## src/rtl/btn_conditioner.sv

```systemverilog
// ---------------------------------------------------------------------------
// btn_conditioner
//   Multi-channel push-button conditioner. Each channel has a 2-flop
//   synchroniser, a counter-based debouncer and a 4-state FSM that produces
//   a stable level plus one-cycle press and release pulses.
//
// Optional feature macro: AUTO_REPEAT_EN
//   When defined, a held button re-pulses btn_press REPEAT_DELAY cycles after
//   the accepted press, then every REPEAT_RATE cycles.
//
// Ports
//   clk          system clock, rising edge
//   rst          asynchronous active-high reset
//   btn_in       raw active-high button pins (asynchronous to clk)
//   btn_level    debounced stable level per channel
//   btn_press    one-cycle pulse per accepted press (and repeats if enabled)
//   btn_release  one-cycle pulse per accepted release
//   any_press    OR of btn_press, cycle aligned
// ---------------------------------------------------------------------------
module btn_conditioner #(
   parameter int unsigned CHANNELS        = 5,
   parameter int unsigned DEBOUNCE_CYCLES = 500000,
   parameter int unsigned REPEAT_DELAY    = 50000000,
   parameter int unsigned REPEAT_RATE     = 10000000
) (
   input  logic                clk,
   input  logic                rst,
   input  logic [CHANNELS-1:0] btn_in,
   output logic [CHANNELS-1:0] btn_level,
   output logic [CHANNELS-1:0] btn_press,
   output logic [CHANNELS-1:0] btn_release,
   output logic                any_press
);

   localparam int unsigned      CNT_W   = $clog2(DEBOUNCE_CYCLES + 1);
   localparam logic [CNT_W-1:0] CNT_MAX = CNT_W'(DEBOUNCE_CYCLES);
   localparam logic [CNT_W-1:0] CNT_ONE = CNT_W'(1);

   // Elaboration-time parameter sanity checks
   if (DEBOUNCE_CYCLES < 2) begin : g_bad_debounce
      $error("btn_conditioner: DEBOUNCE_CYCLES must be >= 2");
   end
   if (REPEAT_DELAY < 1 || REPEAT_RATE < 1) begin : g_bad_repeat
      $error("btn_conditioner: REPEAT_DELAY and REPEAT_RATE must be >= 1");
   end

   typedef enum logic [1:0] {
      ST_IDLE,
      ST_PRESS_WAIT,
      ST_PRESSED,
      ST_RELEASE_WAIT
   } state_t;

   logic [CHANNELS-1:0] r_sync1;
   logic [CHANNELS-1:0] r_sync2;
   state_t              r_state [CHANNELS];
   logic [CNT_W-1:0]    r_cnt   [CHANNELS];
   logic [CHANNELS-1:0] r_level;
   logic [CHANNELS-1:0] r_press;
   logic [CHANNELS-1:0] r_release;
   logic                r_any;

   state_t              w_state_nxt [CHANNELS];
   logic [CNT_W-1:0]    w_cnt_nxt   [CHANNELS];
   logic [CHANNELS-1:0] w_level_nxt;
   logic [CHANNELS-1:0] w_press_nxt;
   logic [CHANNELS-1:0] w_release_nxt;

`ifdef AUTO_REPEAT_EN
   localparam int unsigned      REP_MAX    = (REPEAT_DELAY > REPEAT_RATE) ? REPEAT_DELAY : REPEAT_RATE;
   localparam int unsigned      TMR_W      = $clog2(REP_MAX + 1);
   localparam logic [TMR_W-1:0] DELAY_LAST = TMR_W'(REPEAT_DELAY - 1);
   localparam logic [TMR_W-1:0] RATE_LAST  = TMR_W'(REPEAT_RATE - 1);
   localparam logic [TMR_W-1:0] TMR_ONE    = TMR_W'(1);

   // r_rep marks that the first repeat has fired, so the period becomes REPEAT_RATE
   logic [TMR_W-1:0]    r_tmr [CHANNELS];
   logic [CHANNELS-1:0] r_rep;
   logic [TMR_W-1:0]    w_tmr_nxt [CHANNELS];
   logic [CHANNELS-1:0] w_rep_nxt;
`endif

   // Two-flop synchroniser per channel
   always_ff @(posedge clk or posedge rst) begin
      if (rst) begin
         r_sync1 <= '0;
         r_sync2 <= '0;
      end else begin
         r_sync1 <= btn_in;
         r_sync2 <= r_sync1;
      end
   end

   // FSM state, counters and registered outputs
   always_ff @(posedge clk or posedge rst) begin
      if (rst) begin
         for (int unsigned c = 0; c < CHANNELS; c++) begin
            r_state[c] <= ST_IDLE;
            r_cnt[c]   <= '0;
`ifdef AUTO_REPEAT_EN
            r_tmr[c]   <= '0;
`endif
         end
`ifdef AUTO_REPEAT_EN
         r_rep     <= '0;
`endif
         r_level   <= '0;
         r_press   <= '0;
         r_release <= '0;
         r_any     <= 1'b0;
      end else begin
         for (int unsigned c = 0; c < CHANNELS; c++) begin
            r_state[c] <= w_state_nxt[c];
            r_cnt[c]   <= w_cnt_nxt[c];
`ifdef AUTO_REPEAT_EN
            r_tmr[c]   <= w_tmr_nxt[c];
`endif
         end
`ifdef AUTO_REPEAT_EN
         r_rep     <= w_rep_nxt;
`endif
         r_level   <= w_level_nxt;
         r_press   <= w_press_nxt;
         r_release <= w_release_nxt;
         r_any     <= |w_press_nxt;
      end
   end

   // Next-state and next-output logic, one independent FSM per channel
   always_comb begin
      w_level_nxt   = r_level;
      w_press_nxt   = '0;
      w_release_nxt = '0;
`ifdef AUTO_REPEAT_EN
      w_rep_nxt     = r_rep;
`endif
      for (int unsigned c = 0; c < CHANNELS; c++) begin
         w_state_nxt[c] = r_state[c];
         w_cnt_nxt[c]   = r_cnt[c];
`ifdef AUTO_REPEAT_EN
         w_tmr_nxt[c]   = r_tmr[c];
`endif
         case (r_state[c])
            ST_IDLE: begin
               if (r_sync2[c]) begin
                  w_state_nxt[c] = ST_PRESS_WAIT;
                  w_cnt_nxt[c]   = CNT_ONE;
               end
            end
            ST_PRESS_WAIT: begin
               if (!r_sync2[c]) begin
                  w_state_nxt[c] = ST_IDLE;
                  w_cnt_nxt[c]   = '0;
               end else if (r_cnt[c] == CNT_MAX) begin
                  w_state_nxt[c] = ST_PRESSED;
                  w_cnt_nxt[c]   = '0;
                  w_level_nxt[c] = 1'b1;
                  w_press_nxt[c] = 1'b1;
`ifdef AUTO_REPEAT_EN
                  w_tmr_nxt[c]   = '0;
                  w_rep_nxt[c]   = 1'b0;
`endif
               end else begin
                  w_cnt_nxt[c] = r_cnt[c] + CNT_ONE;
               end
            end
            ST_PRESSED: begin
               if (!r_sync2[c]) begin
                  w_state_nxt[c] = ST_RELEASE_WAIT;
                  w_cnt_nxt[c]   = CNT_ONE;
               end
`ifdef AUTO_REPEAT_EN
               // Repeat timer only advances while the button stays pressed
               else if (r_tmr[c] == (r_rep[c] ? RATE_LAST : DELAY_LAST)) begin
                  w_press_nxt[c] = 1'b1;
                  w_tmr_nxt[c]   = '0;
                  w_rep_nxt[c]   = 1'b1;
               end else begin
                  w_tmr_nxt[c] = r_tmr[c] + TMR_ONE;
               end
`endif
            end
            ST_RELEASE_WAIT: begin
               if (r_sync2[c]) begin
                  w_state_nxt[c] = ST_PRESSED;
                  w_cnt_nxt[c]   = '0;
               end else if (r_cnt[c] == CNT_MAX) begin
                  w_state_nxt[c]   = ST_IDLE;
                  w_cnt_nxt[c]     = '0;
                  w_level_nxt[c]   = 1'b0;
                  w_release_nxt[c] = 1'b1;
`ifdef AUTO_REPEAT_EN
                  w_tmr_nxt[c]     = '0;
                  w_rep_nxt[c]     = 1'b0;
`endif
               end else begin
                  w_cnt_nxt[c] = r_cnt[c] + CNT_ONE;
               end
            end
            default: begin
               w_state_nxt[c] = ST_IDLE;
               w_cnt_nxt[c]   = '0;
            end
         endcase
      end
   end

   assign btn_level   = r_level;
   assign btn_press   = r_press;
   assign btn_release = r_release;
   assign any_press   = r_any;

endmodule

```

## config.mk

```make
export PLATFORM = sky130hd
export DESIGN_NAME = btn_conditioner
export DESIGN_NICKNAME = d
export VERILOG_FILES = /design/src/rtl/btn_conditioner.sv
export SDC_FILE = /design/constraint.sdc
export NUM_CORES = 1
export LEC_CHECK = 0
export ABC_AREA = 1
export CORE_MARGIN = 4
export CORE_UTILIZATION = 45
export DETAILED_ROUTE_END_ITERATION = 7
export DONT_BUFFER_PORTS = 1
export GPL_TIMING_DRIVEN = 0
export PLACE_DENSITY_LB_ADDON = 0.1
export SETUP_SLACK_MARGIN = 0.5
export SLEW_MARGIN = 15
export SYNTH_ARGS = -nofsm -noshare
export SYNTH_HDL_FRONTEND = slang
export SYNTH_SLANG_ARGS = --single-unit
```

## constraint.sdc

```tcl
create_clock -name clk -period 4.2 [get_ports clk]
set_clock_uncertainty 0.1 [all_clocks]
set_input_delay 0.63 -clock clk [delete_from_list [all_inputs] [get_ports clk]]
set_output_delay 0.63 -clock clk [all_outputs]
set_load 0.02 [all_outputs]
```

==> run metrics, run 1 <==
outcome=completed; I/O pin cnt=23; clk sinks=131; Final Max Tran Viols=0; placed instance count=1,212; Pre-antenna DRT Iters=5; vias in the first global route=6,006; row count=46; core area=16,100 um2; crit end category=register; largest fanout on the critical path=8; Tmin final=roughly 2 ns; period utilization=~47%; WL/cell=13.4 um; Root Driver=clkbuf_16; pin count of the biggest net entering global routing=33; Routed WL=approximately 17 mm; R2R Path End=r_state[4]; Syn-to-layout area delta=12.8%; Tightest Pin Transition=around 0.66 ns; P per Cell Area=~460 nW/um2; initial antenna violation count=0; first-pass GRT wire length=between 20 and 30 mm; CTS tree=done; clock-pin slew on the worst setup and hold paths=about 0.06 ns; post-CTS setup buffers=0; DIE AREA=~19,000 um2; GP Congestion=slightly below 0.9; Worst Setup EP=r_state[4]; VDD IR-drop max=roughly 340 uV; Setup Crit Path Kind=reg -> reg; Overall Power=slightly below 4000 uW; initial drt markers=between 300 and 400; Final Hold Violating Endpoints=0; R2R cell count=11; Yosys cell types=39; worst path required time=between 4 and 5 ns; vias per inst=5.05; Syn Nets=~1,000; clk buf depth=2; Max Cap Violations=0; CP Launch Type=register; RSZ-0062 raised after global routing=false; Total Routing Usage GR=about a fifth; H-tree depth=4; Initial Util=around 46%; Finished Layout Cells=between 1,000 and 1,500; ratio of cells with drive above 1 in the final layout=approximately a tenth; Worst Hold Class=in -> async; register area share after synthesis=about 44%; CTS hold repair buffers=0; Setup violations, final=0; Post-DP HPWL=12.1 mm; FF-to-FF setup slack=approximately 2.2 ns; Worst Setup SP=r_cnt[38]; setup TNS=0 ns; fin nets=1,032; DRC viols=0; synthesized area per cell=7.51 um2; cts repair resizes=0; total CTS buffers=17; Peak Freq=between 500 and 600 MHz; Yosys reg bits=around 130; cell area after synthesis=about 7400 um2; # diodes=0; DR vias=6,281; Critical Path AT=~2.2 ns; Pleak=slightly below 0.004 uW; Die X=between 100 and 150 um; Crit Reg-Reg Startpoint=r_cnt[38]; clk_lat worst skew=0.42 ns; Port Buf Inserts=0; Post-DRT Antenna Nets=0; worst setup slack after placement=between 2 and 2.5 ns; Max-Slew Margin vs Limit=between 50 and 60%; Final WS setup=~2.2 ns; chip height=137 um; cell count after synthesis=992; Yosys Warn Count=0; grt total ovfl=0
-- cells by family (layout without fill, tap and decap cells) --
kind of cell | after synthesis | in the layout | synth area share (%)
adders and majority gates | 10 | 10 | 1.68
xor gates and xnor gates | 34 | 34 | 4.00
and+or+nand+nor | 564 | 564 | 34.4
DFF | 131 | 131 | 44.0
buffers and inverters | 155 | 190 | 8.16
AOI/OAI and AO/OA | 98 | 98 | 7.73
-- cell usage after synthesis (all sizes together) --
cell	n	area [um2]
a21boi	3	45.1
a21o	2	15.0
a21oi	16	80.1
a31o	1	8.76
a31oi	2	12.5
and3	1	6.26
buf	8	56.3
clkbuf	1	3.75
dfrtp	131	3280
ha	10	125
inv	146	548
nand2	268	1050
nand3	100	526
nand3b	3	26.3
nand4	36	225
nor2	127	532
nor3	22	153
nor4	4	25.0
o21ai	44	224
o21bai	2	15.0
o22ai	28	175
or2	3	18.8
xnor2	5	43.8
xor2	29	254
-- registers in the layout, summed over array words and instances, names as in the netlist, named ones only --
name,count
r_state,5
r_cnt,95
r_sync1,5
btn_press,5
btn_level,5
btn_release,5
any_press,1
r_sync2,5
-- cell usage in the layout (no fill, tap or decap), types with 5 or more instances in the layout --
| cell type | Yosys | layout |
|---|---|---|
| nor2_2 | 19 | 19 |
| o21ai_1 | 7 | 7 |
| ha_1 | 10 | 10 |
| inv_1 | 140 | 139 |
| inv_2 | 6 | 6 |
| dfrtp_1 | 131 | 131 |
| nand4_1 | 36 | 36 |
| nand3_1 | 95 | 95 |
| nor2_1 | 107 | 107 |
| nor3_1 | 16 | 16 |
| a21oi_1 | 16 | 16 |
| xnor2_1 | 5 | 5 |
| o22ai_1 | 28 | 28 |
| xor2_1 | 29 | 29 |
| nand2_1 | 253 | 253 |
| o21ai_0 | 36 | 36 |
| nand2_2 | 13 | 13 |
| clkbuf_16 | 0 | 17 |
| nand3_2 | 5 | 5 |
-- power breakdown --
| part | total [uW] | leakage (uW) | switching (uW) | internal, uW |
|---|---|---|---|---|
| Combinational | 914 | 0.00184 | 636 | 278 |
| Sequential | 1480 | 0.00178 | 120 | 1360 |
| Clock | 1480 | 0.000279 | 596 | 882 |
| Total | 3880 | 0.00389 | 1350 | 2520 |
-- through the flow --
step	util (%)	hold slack, ns	area [um2]
6_report	52.3	0.0660	8400
5_1_grt	52.3	0.0923	8400
4_1_cts	52.3	0.0745	8400
3_5_place_dp	48.7	0.235	7820
3_3_place_gp	48.1	0.234	7720
2_1_floorplan	-	0.231	7450
-- worst min-delay path by stage --
stage | start | cells past startpoint | end | slack [ns]
6_report | rst | 1 | r_sync1[4] | 0.07
5_1_grt | rst | 1 | r_sync1[4] | 0.09
4_1_cts | rst | 1 | r_state[6] | 0.07
3_5_place_dp | r_sync1[3] | 0 | r_sync2[3] | 0.23
3_3_place_gp | r_sync1[1] | 0 | r_sync2[1] | 0.23
2_1_floorplan | r_sync1[0] | 0 | r_sync2[0] | 0.23
-- final cells by class --
| type | count | area, um2 |
|---|---|---|
| clock buffers | 18 | 429 |
| inverters | 146 | 552 |
| flip-flops and latches | 131 | 3280 |
| repair buffers | 4 | 95.1 |
| clock inverters | 13 | 153 |
| multi-input cells | 706 | 3560 |
| plain buffers | 9 | 60.1 |
| fillers | 1547 | 7660 |
| well taps | 216 | 270 |
-- per-layer routing --
layer	vias up	track usage [%]	part of all wire, %
met4	0	6.22	1.6
li1	3263	-	-
met1	2894	26.6	48
met2	105	30.0	46
met5	-	0	0
met3	19	4.23	3.9
-- worst max-delay path, stage by stage, from the launching register on --
cell and delay (ns):
dfrtp_1 0.45, inv_1 0.17, ha_1 0.17, inv_1 0.05, nor2_1 0.08, nand4_1 0.11
nor2_2 0.23, nand2_1 0.12, nand2_2 0.19, nand2_2 0.08, inv_1 0.08, nor2_1 0.04
(Power assumes the default switching activity.)
==> inputs of run 2 (changes only) <==
==> constraint.sdc (replaced) <==
create_clock -name clk -period 1.59 [get_ports clk]
set_clock_uncertainty 0.1 [all_clocks]
set_input_delay 0.2385 -clock clk [delete_from_list [all_inputs] [get_ports clk]]
set_output_delay 0.2385 -clock clk [all_outputs]
set_load 0.02 [all_outputs]
==> run 2 against run 1 <==
Effect of this change:
- the run now ends with negative setup slack left
- via count is 13% higher
- highest routed layer unchanged
- largest power group is now combinational cells
- core utilization up 15 points
- sequential power rose to 2.7 times the previous value
- critical endpoint is now btn_level[4]
- non-clock buffer count rose by 105
- maximum frequency grew 13%
- design area rose by 29%
- global-route usage increased by 2.1 points
- sequential share of layout area is 8.4 points lower
- combinational power rose to 5.8 times the previous value
- sequential cell count unchanged
==> run metrics, run 2 (synthesized netlist as in run 1, its figures left out) <==
largest fanout on the critical path=3 (was 8); DR vias=7,105 (was 6,281); crit path max-delay cell type=dfrtp_1 (unchanged); largest reg by FF count=r_cnt (unchanged); Initial Util=46.4% (unchanged); period utilization=110% (was 46.9%); VDD IR-drop max=1100 uV (was 340 uV); Routed WL=20.4 mm (was 16.6 mm); row count=46 (unchanged); vias in the first global route=6,853 (was 6,006); initial drt markers=515 (was 384); placed instance count=1,212 (unchanged); crit end category=register (unchanged); most frequent cells in the layout=nand2_1, inv_1, dfrtp_1, buf_4, nor2_1 (was nand2_1, inv_1, dfrtp_1, nor2_1, nand3_1); H-tree depth=4 (unchanged); CP Launch Type=register (unchanged); Finished Layout Cells=1,351 (was 1,243); pin count of the biggest net entering global routing=37 (was 33); clock-pin slew on the worst setup and hold paths=0.06 ns (about the same); WL/cell=15.1 um (was 13.4 um); Peak Freq=572 MHz (was 508 MHz); Syn-to-layout area delta=45.5% (was 12.8%); worst setup slack after placement=-0.369 ns (was 2.25 ns); max FFs per register=95 (unchanged); GP Congestion=0.855 (was 0.882); crit-path cells=inv_2 -> ha_4 -> nand4_1 -> nor2_4 -> nand4_1 -> buf_4 -> nand2_2 (was inv_1 -> ha_1 -> inv_1 -> nor2_1 -> nand4_1 -> nor2_2 -> nand2_1 -> nand2_2 -> nand2_2 -> inv_1 -> nor2_1); # diodes=0 (unchanged); Pleak=0.00463 uW (was 0.00389 uW); Post-DP HPWL=12.2 mm (was 12.1 mm); P per Cell Area=1210 nW/um2 (was 461 nW/um2); Root Driver=clkbuf_16 (unchanged); Final Hold Violating Endpoints=0 (unchanged); Setup violations, final=58 (was 0); clk_lat worst skew=0.42 ns (about the same); vias per inst=5.26 (was 5.05); Tightest Pin Transition=0.607 ns (was 0.660 ns); Final Max Tran Viols=0 (unchanged); worst path required time=1.85 ns (was 4.41 ns); critical path buffer and inverter count=2 (was 3); fin nets=1,139 (was 1,032); ratio of cells with drive above 1 in the final layout=41.5% (was 9.83%); Tmin final=1.75 ns (was 1.97 ns); Critical Path AT=2.00 ns (was 2.18 ns); total CTS buffers=17 (unchanged); footprint of the multi-input gates=4890 um2 (was 3560 um2); core area=16,100 um2 (unchanged); DIE AREA=18,700 um2 (unchanged); Total Routing Usage GR=21.3% (was 19.2%); I/O pin cnt=23 (unchanged); chip height=137 um (unchanged); Register Area=3320 um2 (was 3280 um2); grt total ovfl=0 (unchanged); clk buf depth=2 (unchanged); Worst Hold Class=in -> async (unchanged); outcome=finished with violations (was completed); Post-DRT Antenna Nets=0 (unchanged); DRC viols=0 (unchanged); final hold slack=0.217 ns (was 0.0660 ns); fillers=1,232 (was 1,547); crit-path max cell delay=0.41 ns (was 0.45 ns); CTS tree=done (unchanged); Final WS setup=-0.159 ns (was 2.23 ns); clk sinks=131 (unchanged); Setup Crit Path Kind=reg -> reg (unchanged); Pre-antenna DRT Iters=5 (unchanged); RSZ-0062 raised after global routing=true (was false); leading cell type in the layout, fill and taps excluded=nand2_1 (unchanged); Port Buf Inserts=0 (unchanged); Worst path top cell family by delay=simple AND/OR/NAND/NOR gates (unchanged); initial antenna violation count=0 (unchanged); Max Cap Violations=0 (unchanged); crit-path most repeated cell=nand4_1 (was inv_1); Max-Slew Margin vs Limit=59.4% (was 55.9%); failing checks=negative setup slack; setup TNS=-2.66 ns (was 0 ns); Die X=137 um (unchanged); first-pass GRT wire length=32.0 mm (was 28.9 mm)
-- run 2: what timing repair did --
item,in CTS,in global routing
pin swaps,54,82
setup buffers,59,36
endpoints found under the hold margin,102,97
endpoints found under the setup margin,137,208
hold buffers,6,1
cloned,5,1
gates resized for setup,212,146
-- run 2: per-layer routing --
| metal | GRT usage, % | up-vias | share of wire (%) |
|---|---|---|---|
| li1 | - | 3483 | - |
| met1 | 26.6 | 3425 | 42 |
| met2 | 36.8 | 157 | 51 |
| met3 | 4.52 | 40 | 4.0 |
| met4 | 7.11 | 0 | 2.2 |
| met5 | 0 | - | 0 |
-- run 2: worst paths after layout --
path	startpoint	endpoint	slack (ns)	cells after the start
setup / recovery	r_cnt[0]	btn_level[4]	-0.16	7
min in group clk	r_sync1[3]	r_sync2[3]	0.25	0
hold reg to reg	r_sync1[3]	r_sync2[3]	0.25	0
hold / removal	rst	r_cnt[60]	0.22	2
setup reg to reg	r_cnt[0]	btn_level[4]	-0.16	7
max in group asynchronous	rst	btn_level[2]	0.30	4
-- run 2: final cells by class --
| type | instances | share of cell area (%) |
|---|---|---|
| timing repair buffer | 109 | 9.97 |
| inverter | 146 | 5.46 |
| tap | 216 | 2.49 |
| buffer | 9 | 0.854 |
| multi-input combinational | 707 | 45.1 |
| clock inverter | 8 | 0.693 |
| timing repair inverter | 1 | 0.150 |
| sequential | 131 | 30.7 |
| clock buffer | 24 | 4.63 |
-- run 2: power breakdown --
group	total, uW	switching (uW)	leakage [uW]	internal (uW)
registers	4000	381	0.00172	3620
clock network	3820	1470	0.000274	2350
logic	5270	2980	0.00264	2290
total	13100	4830	0.00463	8260
-- run 2: metrics by stage --
step                      utilization (%)  cell area [um2]  total power, uW
after global placement               49.4             7940             6580
final                                67.5            10800            13100
after CTS                            62.0             9950            12200
after floorplan                         -             7670             5900
after global routing                 67.5            10800            13700
after detailed placement             49.9             8020             6640
==> inputs of run 3 (changes only) <==
--- a/config.mk
+++ b/config.mk
@@ -8,6 +8,7 @@
 export ABC_AREA = 1
 export CORE_MARGIN = 4
 export CORE_UTILIZATION = 45
+export CTS_BUF_LIST = sky130_fd_sc_hd__clkbuf_4 sky130_fd_sc_hd__clkbuf_8
 export DETAILED_ROUTE_END_ITERATION = 7
 export DONT_BUFFER_PORTS = 1
 export GPL_TIMING_DRIVEN = 0
==> constraint.sdc (replaced) <==
create_clock -name clk -period 1.59 [get_ports clk]
set_clock_uncertainty 0.1 [all_clocks]
set_input_delay 0.0795 -clock clk [delete_from_list [all_inputs] [get_ports clk]]
set_output_delay 0.0795 -clock clk [all_outputs]
set_load 0.02 [all_outputs]
==> run 3 against run 2 <==
Effect of this change:
- the flow still finishes with violations (negative setup slack)
- sequential power about the same
- critical path depth up 4
- clock power down 26%
- setup slack worse by 0.024 ns
- worst hold slack worse by 0.15 ns
- wire length down 2.4%
- count of clock-buffer cells in the layout unchanged
- largest cell class unchanged
==> run metrics, run 3 (synthesized netlist as in run 1, its figures left out) <==
Routed WL=19.9 mm (was 20.4 mm); Final Max Tran Viols=0 (unchanged); crit-path cells=inv_2 -> ha_4 -> inv_2 -> nor2_1 -> nand4_1 -> nor2_4 -> nand2_2 -> nand2_4 -> nand2_4 -> inv_2 -> nor2_1 (was inv_2 -> ha_4 -> nand4_1 -> nor2_4 -> nand4_1 -> buf_4 -> nand2_2); Setup Crit Path Kind=reg -> reg (unchanged); pin count of the biggest net entering global routing=37 (unchanged); Hold Crit Depth=1; Peak Freq=564 MHz (was 572 MHz); crit-path most repeated cell=inv_2 (was nand4_1); fin util=66.5% (was 67.5%); placed instance count=1,212 (unchanged); worst path required time=1.83 ns (was 1.85 ns); Finished Layout Cells=1,359 (was 1,351); Max Cap Violations=0 (unchanged); Syn-to-layout area delta=43.3% (was 45.5%); WL/cell=14.6 um (was 15.1 um); clock-pin slew on the worst setup and hold paths=0.08 ns (was 0.06 ns); P per Cell Area=1120 nW/um2 (was 1210 nW/um2); Port Buf Inserts=0 (unchanged); CP Launch Type=register (unchanged); cell area after layout=10,700 um2 (was 10,800 um2); core area=16,100 um2 (unchanged); Root Driver=clkbuf_8 (was clkbuf_16); critical path buffer and inverter count=3 (was 2); crit path max-delay cell type=dfrtp_2 (was dfrtp_1); clk_lat worst skew=0.46 ns (was 0.42 ns); DRC viols=0 (unchanged); Total Routing Usage GR=21.7% (was 21.3%); Max-Slew Margin vs Limit=74.4% (was 59.4%); largest fanout on the critical path=8 (was 3); clk buf depth=2 (unchanged); Die X=137 um (unchanged); failing checks=negative setup slack (unchanged); Post-DP HPWL=12.2 mm (unchanged); grt total ovfl=0 (unchanged); CTS tree=done (unchanged); Critical Path AT=2.01 ns (was 2.00 ns); period utilization=111% (was 110%); Initial Util=46.4% (unchanged); largest reg by FF count=r_cnt (unchanged); first-pass GRT wire length=32.2 mm (was 32.0 mm); H-tree depth=4 (unchanged); ratio of cells with drive above 1 in the final layout=40.9% (was 41.5%); Final Hold Violating Endpoints=0 (unchanged); Post-DRT Antenna Nets=0 (unchanged); Tightest Pin Transition=0.381 ns (was 0.607 ns); Worst Hold Class=in -> reg (was in -> async); crit-path max cell delay=0.42 ns (was 0.41 ns); chip height=137 um (unchanged); RSZ-0062 raised after global routing=true (unchanged); Pre-antenna DRT Iters=5 (unchanged); GP Congestion=0.855 (unchanged); initial drt markers=480 (was 515); outcome=finished with violations (unchanged); leading cell type in the layout, fill and taps excluded=nand2_1 (unchanged); fillers=1,269 (was 1,232); fin nets=1,147 (was 1,139); DIE AREA=18,700 um2 (unchanged); I/O pin cnt=23 (unchanged); # diodes=0 (unchanged); critical path depth=11 (was 7); Pleak=0.00463 uW (about the same); setup TNS=-3.54 ns (was -2.66 ns); Tmin final=1.77 ns (was 1.75 ns); Placed Area=8020 um2 (unchanged); vias per inst=5.17 (was 5.26); Setup violations, final=50 (was 58); Worst path top cell family by delay=simple AND/OR/NAND/NOR gates (unchanged); DR vias=7,029 (was 7,105); most frequent cells in the layout=nand2_1, dfrtp_1, inv_1, buf_4, nor2_1 (was nand2_1, inv_1, dfrtp_1, buf_4, nor2_1); row count=46 (unchanged); clk sinks=131 (unchanged); initial antenna violation count=0 (unchanged); max FFs per register=95 (unchanged); vias in the first global route=6,859 (was 6,853); Final WS setup=-0.183 ns (was -0.159 ns); R2R cell count=11 (was 7); crit end category=register (unchanged); VDD IR-drop max=867 uV (was 1100 uV); total CTS buffers=17 (unchanged); Overall Power=12,000 uW (was 13,100 uW)
run 3: routing by layer:
layer | global-route usage, % | routed length, um | vias up
li1 | - | - | 3493
met1 | 27.2 | 8670 | 3361
met2 | 36.8 | 10000 | 137
met3 | 5.15 | 806 | 38
met4 | 7.11 | 372 | 0
met5 | 0 | 0 | -
run 3: worst reg2reg max path: cells and delay by family, from the launching register on:
| family | cells | cell delay [ns] |
|---|---|---|
| adders and majority gates | 1 | 0.12 |
| buffers and inverters | 3 | 0.17 |
| DFF | 1 | 0.42 |
| and+or+nand+nor | 7 | 0.84 |
run 3: repair_timing:
| action | in CTS | in global routing |
|---|---|---|
| setup endpoints to repair | 137 | 144 |
| buffers inserted | 70 | 32 |
| gates cloned | 5 | 1 |
| hold buffers | 7 | 0 |
| pin swaps | 65 | 55 |
| resized for setup | 232 | 116 |
| endpoints found under the hold margin | 136 | 0 |
run 3: layout make-up:
type                            instances  area [um2]  area share [%]
Buffer                                  9        95.1           0.891
Clock buffer                           24         318            2.98
Clock inverter                          8        75.1           0.703
Inverter                              146         584            5.47
Multi-Input combinational cell        707        4850            45.4
Sequential cell                       131        3320            31.1
Tap cell                              216         270            2.53
Timing Repair Buffer                  117        1150            10.8
Timing Repair inverter                  1        16.3           0.152
run 3: final timing paths:
check / from / to / slack [ns]
min reg2reg: r_sync1[4] / r_sync2[4] / 0.25
min in group asynchronous: rst / btn_level[1] / 0.12
max reg2reg: r_cnt[38] / r_state[4] / -0.18
max: r_cnt[38] / r_state[4] / -0.18
min: btn_in[0] / r_sync1[0] / 0.07
max in group asynchronous: rst / r_cnt[41] / 0.79
run 3: through the flow:
step / hold WS [ns] / setup slack, ns
final: 0.0710 / -0.183
after detailed placement: -0.180 / -0.369
after global placement: 0.0110 / -0.969
after global routing: 0.0554 / -0.226
after floorplan: 0.0109 / -0.213
after CTS: 0.0411 / -0.102
run 3: power by group:
group | switching [uW] | leakage, uW | internal [uW]
Combinational | 2920 | 0.00270 | 2250
Clock | 1350 | 0.000194 | 1470
Sequential | 381 | 0.00173 | 3610
Total | 4660 | 0.00463 | 7330
